## config.mk

```make
export PLATFORM = sky130hd
export DESIGN_NAME = aes128_round_ctrl
export DESIGN_NICKNAME = d
export VERILOG_FILES = /design/src/rtl/aes128_round_ctrl.sv
export SDC_FILE = /design/constraint.sdc
export NUM_CORES = 1
export LEC_CHECK = 0
export ABC_AREA = 1
export BUFFER_PORTS_ARGS = -buffer_cell sky130_fd_sc_hd__buf_2
export CAP_MARGIN = 5
export CORE_AREA = 2 2 404 406
export CTS_BUF_LIST = sky130_fd_sc_hd__clkbuf_4 sky130_fd_sc_hd__clkbuf_8 sky130_fd_sc_hd__clkbuf_16
export DETAILED_ROUTE_END_ITERATION = 8
export DIE_AREA = 0 0 406 408
export PLACE_DENSITY = 0.3
export SYNTH_ARGS = -nofsm -noshare
export SYNTH_HDL_FRONTEND = slang
export SYNTH_SLANG_ARGS = --single-unit
```

## constraint.sdc

```tcl
create_clock -name clk -period 3.1 [get_ports clk]
set_clock_uncertainty 0.2 [all_clocks]
set_input_delay 0.155 -clock clk [delete_from_list [all_inputs] [get_ports clk]]
set_output_delay 0.155 -clock clk [all_outputs]
set_load 0.03 [all_outputs]
```

## src/rtl/aes128_round_ctrl.sv

```systemverilog
// -----------------------------------------------------------------------------
// aes128_round_ctrl
//
// Iterative AES-128 encryption sequencer. Holds the 128-bit cipher state, the
// current round key, the round counter and the Rcon byte. One round is
// performed per clock through an external combinational round datapath
// (SubBytes/ShiftRows/MixColumns/AddRoundKey) and an external combinational
// key-expansion step. One block is in flight at a time.
//
// Ports
//   clk, rst_n        clock; synchronous active-low reset
//   in_valid/in_ready plaintext + key handshake (accepted only in IDLE)
//   in_text, in_key   128-bit plaintext / key, byte 0 in [127:120]
//   out_valid/out_ready ciphertext handshake (held in DONE until taken)
//   out_text          ciphertext (zero whenever out_valid is low)
//   busy              high while rounds are being computed
//   round_o           current round number 0..10
//   dp_state_o        state fed to the round datapath
//   dp_key_o          round key fed to the round datapath (= ks_next_i)
//   dp_final_o        final round: datapath skips MixColumns
//   dp_result_i       round datapath result
//   ks_key_o          previous round key fed to key expansion
//   ks_rcon_o         Rcon byte for the current expansion step
//   ks_next_i         expanded next round key
// -----------------------------------------------------------------------------
`timescale 1ns/1ps

module aes128_round_ctrl #(
  parameter int NR = 10  // AES-128 only
) (
  input  logic         clk,
  input  logic         rst_n,
  input  logic         in_valid,
  output logic         in_ready,
  input  logic [127:0] in_text,
  input  logic [127:0] in_key,
  output logic         out_valid,
  input  logic         out_ready,
  output logic [127:0] out_text,
  output logic         busy,
  output logic [3:0]   round_o,
  output logic [127:0] dp_state_o,
  output logic [127:0] dp_key_o,
  output logic         dp_final_o,
  input  logic [127:0] dp_result_i,
  output logic [127:0] ks_key_o,
  output logic [7:0]   ks_rcon_o,
  input  logic [127:0] ks_next_i
);

  localparam logic [3:0] LAST_ROUND = 4'(NR);

  typedef enum logic [1:0] {
    S_IDLE,
    S_ROUND,
    S_DONE
  } fsm_e;

  fsm_e         fsm_q, fsm_d;
  logic [127:0] state_q, state_d;
  logic [127:0] key_q, key_d;
  logic [3:0]   round_q, round_d;
  logic [7:0]   rcon_q, rcon_d;

  // Multiply by x in GF(2^8) modulo the AES polynomial.
  function automatic logic [7:0] xtime(input logic [7:0] b);
    return {b[6:0], 1'b0} ^ (b[7] ? 8'h1b : 8'h00);
  endfunction

  // NOTE: state registers use non-blocking assignments so every flop samples
  // the pre-edge values; the reset is synchronous, so it lives inside the
  // clocked branch rather than in the sensitivity list.
  always_ff @(posedge clk) begin
    if (!rst_n) begin
      fsm_q   <= S_IDLE;
      state_q <= '0;
      key_q   <= '0;
      round_q <= '0;
      rcon_q  <= 8'h01;
    end else begin
      fsm_q   <= fsm_d;
      state_q <= state_d;
      key_q   <= key_d;
      round_q <= round_d;
      rcon_q  <= rcon_d;
    end
  end

  always_comb begin
    // NOTE: every next-state signal is given its hold value first, so no path
    // through the case leaves one unassigned and no latch is inferred.
    fsm_d   = fsm_q;
    state_d = state_q;
    key_d   = key_q;
    round_d = round_q;
    rcon_d  = rcon_q;

    unique case (fsm_q)
      S_IDLE: begin
        if (in_valid) begin
          // Initial AddRoundKey is folded into the accept.
          state_d = in_text ^ in_key;
          key_d   = in_key;
          rcon_d  = 8'h01;
          round_d = 4'd1;
          fsm_d   = S_ROUND;
        end
      end

      S_ROUND: begin
        state_d = dp_result_i;
        key_d   = ks_next_i;
        rcon_d  = xtime(rcon_q);
        if (round_q == LAST_ROUND) begin
          // Round counter parks at the last round while the result waits.
          fsm_d = S_DONE;
        end else begin
          round_d = round_q + 4'd1;
        end
      end

      S_DONE: begin
        if (out_ready) begin
          fsm_d   = S_IDLE;
          round_d = '0;
        end
      end

      default: fsm_d = S_IDLE;
    endcase
  end

  // in_ready is gated by rst_n so it reads 0 while reset is held, even
  // before the first reset edge has cleared the FSM.
  assign in_ready   = rst_n && (fsm_q == S_IDLE);
  assign out_valid  = (fsm_q == S_DONE);
  assign busy       = (fsm_q == S_ROUND);
  assign out_text   = out_valid ? state_q : '0;
  assign round_o    = round_q;

  assign dp_state_o = state_q;
  assign dp_key_o   = ks_next_i;
  assign dp_final_o = busy && (round_q == LAST_ROUND);
  assign ks_key_o   = key_q;
  assign ks_rcon_o  = rcon_q;

endmodule

```

# Word level (Yosys, flattened, before mapping)
# Cells that the tools add are included.
totals:
  reg_bits: 270
  latchBits: 0
  ramBits: 0
  rom_bits: 0
  input_bits: 516
  output_inout_bits: 528
  elab_cells: 39
  n_memories: 0
op_classes:
  add_sub_neg: 1
  n_mul: 0
  div_mod_pow: 0
  n_lt_le_gt_ge: 0
  eq_ne: 7
  shift: 0
  n_mux: 16
  bitwise: 2
  reduce_logical: 8
op_table:
  columns: ["cell", "n"]
  rows:
  - ["case mux 128 bit (2 select lines)", 2]
  - ["two-way mux 128 bit", 3]
  - ["XOR 128 bit", 1]
  - ["case mux 8 bit (2 select lines)", 1]
  - ["two-way mux 4 bit", 3]
  - ["case mux 4 bit (3 select lines)", 1]
  - ["two-way mux 8 bit", 1]
  - ["XOR 8 x 5 -> 8 bit", 1]
  - ["two-way mux 2 bit", 3]
  - ["case mux 2 bit (3 select lines)", 1]
  - ["two-way mux 5 bit", 1]
  - ["adder 4 x 1 -> 4 bit (second input constant)", 1]
  - ["== test 4 bit (second input constant)", 1]
  - ["inequality test 2 x 1 -> 1 bit (second input constant)", 2]
  - ["inequality test 2 bit (second input constant)", 2]
  - ["AND reduction 4 bit", 1]
  - ["AND reduction 3 bit", 1]
  - ["nonzero test 3 bit", 1]
  - ["== test 2 x 1 -> 1 bit (second input constant)", 1]
  - ["== test 2 bit (second input constant)", 1]
  - ["logical AND 1 bit", 2]
  - ["logical NOT 2 bit", 1]
  - ["AND reduction 2 bit", 1]
  - ["nonzero test 2 bit", 1]

# Longest topological paths before layout
logic_depth:
  ltp_word: 3
  depth_mapped: 9
  depth_no_buf: 9

# Worst setup path after synthesis
# OpenSTA, ideal clock, no wires.
synth_timing:
  path_kind: "register to output"
  from: "register fsm_q[0]"
  to: "output port out_text[107]"
  arrival_ns: 1.660
  required_time_ns: 2.745
  path_slack_ns: 1.085
  stages_incl_launch_ff: 7
  path_cell_list: "dfxtp_1 -> inv_1 -> ha_1 -> clkbuf_1 -> buf_1 -> nand2_1 -> inv_1"
synth_via:
  elab_chain_len: 2
synth_rtl:
  columns: ["element", "line_no", "rtl"]
  rows:
  - ["from (decl)", "59", "fsm_e fsm_q, fsm_d;"]
  - ["from (signal assigned)", "81", "fsm_q <= fsm_d;"]
  - ["== test 2 bit", "136", "assign out_valid = (fsm_q == S_DONE);"]
  - ["named net out_valid", "37", "output logic out_valid,"]
  - ["two-way mux 128 bit", "138", "assign out_text = out_valid ? state_q : '0;"]
  - ["to (decl)", "39", "output logic [127:0] out_text,"]
# The timed path passes the listed nets, and every way through them passes these cells.

# Worst setup path in the final report
layout_timing:
  from: "register fsm_q[1]"
  to: "register key_q[87] (netlist: ks_key_o[87])"
layout_via:
  elab_chain_len: 3
layout_rtl:
  columns: ["element", "line_no", "rtl"]
  rows:
  - ["== test 2 x 1 -> 1 bit / logical NOT 2 bit (equally long branches)", "98", "unique case (fsm_q)"]
  - ["nonzero test 2 bit (no source line) / inequality test 2 bit (equally long branches)", null, null]
  - ["AND reduction 2 bit (no source line)", null, null]
  - ["to (signal assigned)", "83", "key_q <= key_d;"]
  - ["to (decl)", "61", "logic [127:0] key_q, key_d;"]
# Parallel ways exist; a longest one is shown, timed or not.
# A chain may end at the register's enable or synchronous reset.

==> summary by stage <==
Drt
The number of routed nets with antenna violations is 0. The total number of vias is 20000. The aggregate routed wire length is about 110 mm.

The detailed router's first-iteration violation count is 892. The mean number of vias per cell is 3.44. The first-pass iteration count of the detailed router is 5. In the final routed layout, each cell accounts on average for 18.7 um. In the routed design, unresolved DRC markers number 0.

Timing
The worst relative slew slack is 28.6%. The count of final hold-check violations is 0. The final period demand of the worst path is 2900 ps.

Summed over all failing endpoints, the final setup total negative slack is 0 ps. At the pin with the least slew margin, the transition time is 1070 ps. Setup violations remaining at the end of the flow were counted as 0. The final worst-path setup slack is 201 ps. Setup repair after global routing left no endpoint under its margin.

The final number of max-transition violations is 0. For this run, the top clock speed supported by timing is about 340 MHz. The share of the clock period used by the worst path after layout is 93.5%.

Final layout
The area overhead of the layout relative to synthesis is 94.8%. The proportion of layout cells with a drive suffix above 1 is approximately a third. The filler cells instantiated in the layout total between 15000 and 20000.

The final layout contains 4108 nets.

Worst setup path
At the worst endpoint, the arrival time is 3250 ps. The startpoint of the worst register-to-register path is fsm_q[1]. In this run the worst path has a maximum fanout of between 40 and 50. The cell with the largest stage delay on the worst path is dlygate4sd3_1. In this design, the stage delay of the slowest critical-path cell is 550 ps. The worst setup path is launched from a register. The slack of the worst reg-to-reg path is roughly 200 ps. The number of cells on the worst reg-to-reg path is 7. The destination of the worst register-to-register timing path is ks_key_o[87]. Walking the worst path, the cells encountered are inv_1 -> ha_4 -> inv_8 -> buf_4 -> nand2_1 -> a31oi_1 -> dlygate4sd3_1. For the worst setup path, the data required time is 3450 ps. STA classifies the critical path endpoint as a register. The critical path in this run is classified as register to register.

Logic synthesis
Yosys mapped the design onto 19 distinct sky130hd cell types. The number of nets in the synthesized netlist is 2709. The library cell with the largest summed area after synthesis is dfxtp_1. The cell area that synthesis handed to floorplanning was between 10000 and 15000 um2. Counting instances in the post-synthesis netlist gives the leading cell types as 545 x nand2_1, 270 x dfxtp_1, 266 x nor2_1, 223 x o21ai_0, 143 x inv_1. nand2_1 is the most common cell in the netlist. The cell count after synthesis came out at 2187. In this run the biggest area consumer among cell types represents between 30 and 40% of the synthesized area. The number of enable flip-flop cells after synthesis is 0.

Sequential elements use 36.6% of the synthesized area. The count of warnings emitted by yosys is 0. The mean area per synthesized cell is 6.74 um2.

The count of state elements after synthesis is 270. For this run, asynchronously set or reset flops after synthesis account for 0%. Ranked by total cell area, the synthesized netlist is headed by dfxtp_1 37%, nand2_1 14%, xor2_1 7.7%. Among all flip-flop cells after synthesis, the most frequent one is dfxtp_1.

Run
The total of max-cap violations is 0.

Clock network
The clock latency on the worst-skew pair is 590 ps. The total number of clock tree sinks is 270. The maximum clock insertion buffer count is 3. Clock-pin slew was measured on the worst setup and hold paths at approximately 60 ps. TritonCTS built the clock tree. CTS placed an instance of clkbuf_16 at the clock tree root. The clock tree synthesis step divided the H-tree into 2 levels. The number of CTS-inserted buffers is 42.

Global routing
The via count of the first global-routing pass is 20200. The first global-routing pass estimated 148 mm of wire. The sum of overflow across all layers after global routing is 0.

The initial antenna violation count is 15. Entering global routing, the biggest net connects 137 pins. The overall track demand over capacity in global routing is about an eighth.

Floorplan
The effective utilization at floorplan is under 10%. The floorplan has around 150 rows. The die covers between 150000 and 200000 um2. The count of boundary I/O pins is 1044.

In this run the standard cell core region covers 162000 um2. From bottom edge to top edge, the die measures 408 um. The horizontal die dimension is 406 um.

Power
The leakage power is between 10 and 15 nW. The worst-case IR drop observed on VDD is a little under 300 uV. The power density relative to cell area is between 500 and 600 nW/um2. The design draws 16.1 mW.

Hold path
The worst min-delay path category is input pin to register. The launch point of the worst hold path is in_key[108]. For hold timing, the worst endpoint is ks_key_o[108]. The worst hold path was traced through 4 stages.

Place
The placement-stage worst setup slack is 496 ps. Input and output buffers added on the ports amount to roughly 1000. Routability-driven placement finished with a final weighted congestion of 0.895. The HPWL after detailed placement is a little over 80 mm.

Status
The run finished with clean final reports.
[layout make-up]
cell class / count / area (um2) / area share, %
Timing Repair Buffer: 1641 / 11400 / 39.6
Multi-Input combinational cell: 1486 / 7170 / 25.0
Sequential cell: 270 / 5410 / 18.8
Tap cell: 2175 / 2720 / 9.47
Clock buffer: 57 / 1270 / 4.41
Inverter: 145 / 557 / 1.94
Clock inverter: 17 / 191 / 0.666
Antenna cell: 12 / 30.0 / 0.105
[critical path: cells and delay by family, from the launching register on]
family          cells  cell delay, ps
compound gates      1             270
simple gates        1             380
fa+ha+maj           1             220
buf+inv             4            1320
flops               1             410
[sequential cells by signal, indices dropped and copies added (netlist names)]
| name | cells |
|---|---|
| dp_state_o | 128 |
| ks_key_o | 128 |
| ks_rcon_o | 8 |
| fsm_q | 2 |
| round_o | 4 |
[per-stage QoR]
stage / std cells / util (%) / hold slack (ps) / cell area, um2
after floorplan: 2187 / - / 116 / 14700
after global placement: 5159 / 13.4 / 242 / 21600
after detailed placement: 5159 / 13.4 / 244 / 21600
after CTS: 5786 / 17.7 / 119 / 28600
after global routing: 5796 / 17.8 / 143 / 28700
final: 5803 / 17.8 / 194 / 28700
[worst max-delay path by stage]
stage	startpoint	to	slack, ps	depth (start not counted)
after floorplan	fsm_q[0]	out_text[107]	1090	6
after global placement	fsm_q[0]	dp_state_o[68]	530	8
after detailed placement	fsm_q[0]	dp_state_o[100]	500	7
after CTS	fsm_q[1]	dp_final_o	20	6
after global routing	fsm_q[1]	ks_key_o[83]	3	9
final	fsm_q[1]	ks_key_o[87]	200	7
[logic make-up (layout without fill, tap and decap cells)]
| logic type | count (synthesis) | in the layout | share of synthesized area (%) |
|---|---|---|---|
| and+or+nand+nor | 819 | 819 | 20.9 |
| AOI/OAI and AO/OA | 531 | 531 | 19.1 |
| buffers and inverters | 431 | 1860 | 15.1 |
| DFF | 270 | 270 | 36.6 |
| xor gates and xnor gates | 130 | 130 | 7.72 |
| adders and majority gates | 6 | 6 | 0.509 |
| other | 0 | 12 | 0 |
[where the power goes]
group	internal (mW)	switching, mW	total (mW)
combinational	2.42	3.90	6.32
sequential	4.04	0.556	4.59
clock	3.18	2.05	5.22
total	9.64	6.50	16.1
[metal layers]
layer | GRT usage [%] | share of wire, %
met5 | 0 | 0.012
met4 | 4.28 | 3.1
met3 | 2.72 | 6.8
met2 | 20.6 | 47
met1 | 15.6 | 43
[cell usage in the layout (no fill, tap or decap), types with 6 or more instances in the layout]
cell / Yosys / routed
clkbuf_8: 0 / 8
clkbuf_16: 0 / 46
buf_12: 0 / 17
nor2_1: 266 / 266
a31oi_1: 128 / 128
inv_1: 143 / 143
nand3_1: 6 / 6
a21oi_1: 142 / 142
o21ai_1: 37 / 35
diode_2: 0 / 12
dfxtp_1: 270 / 270
dlygate4sd3_1: 0 / 553
buf_2: 53 / 1042
o21ai_0: 223 / 223
buf_4: 128 / 25
nand2_1: 545 / 545
clkinv_2: 0 / 11
xor2_1: 130 / 130
[repair_timing]
| action | CTS | global route |
|---|---|---|
| pin swaps | 0 | 1 |
| endpoints found under the setup margin | 1 | 71 |
| buffers inserted | 0 | 4 |
| cloned | 0 | 1 |
| hold endpoints to repair | 263 | 0 |
| resized for setup | 1 | 3 |
| hold buffers | 553 | 0 |
(Power assumes the default switching activity.)
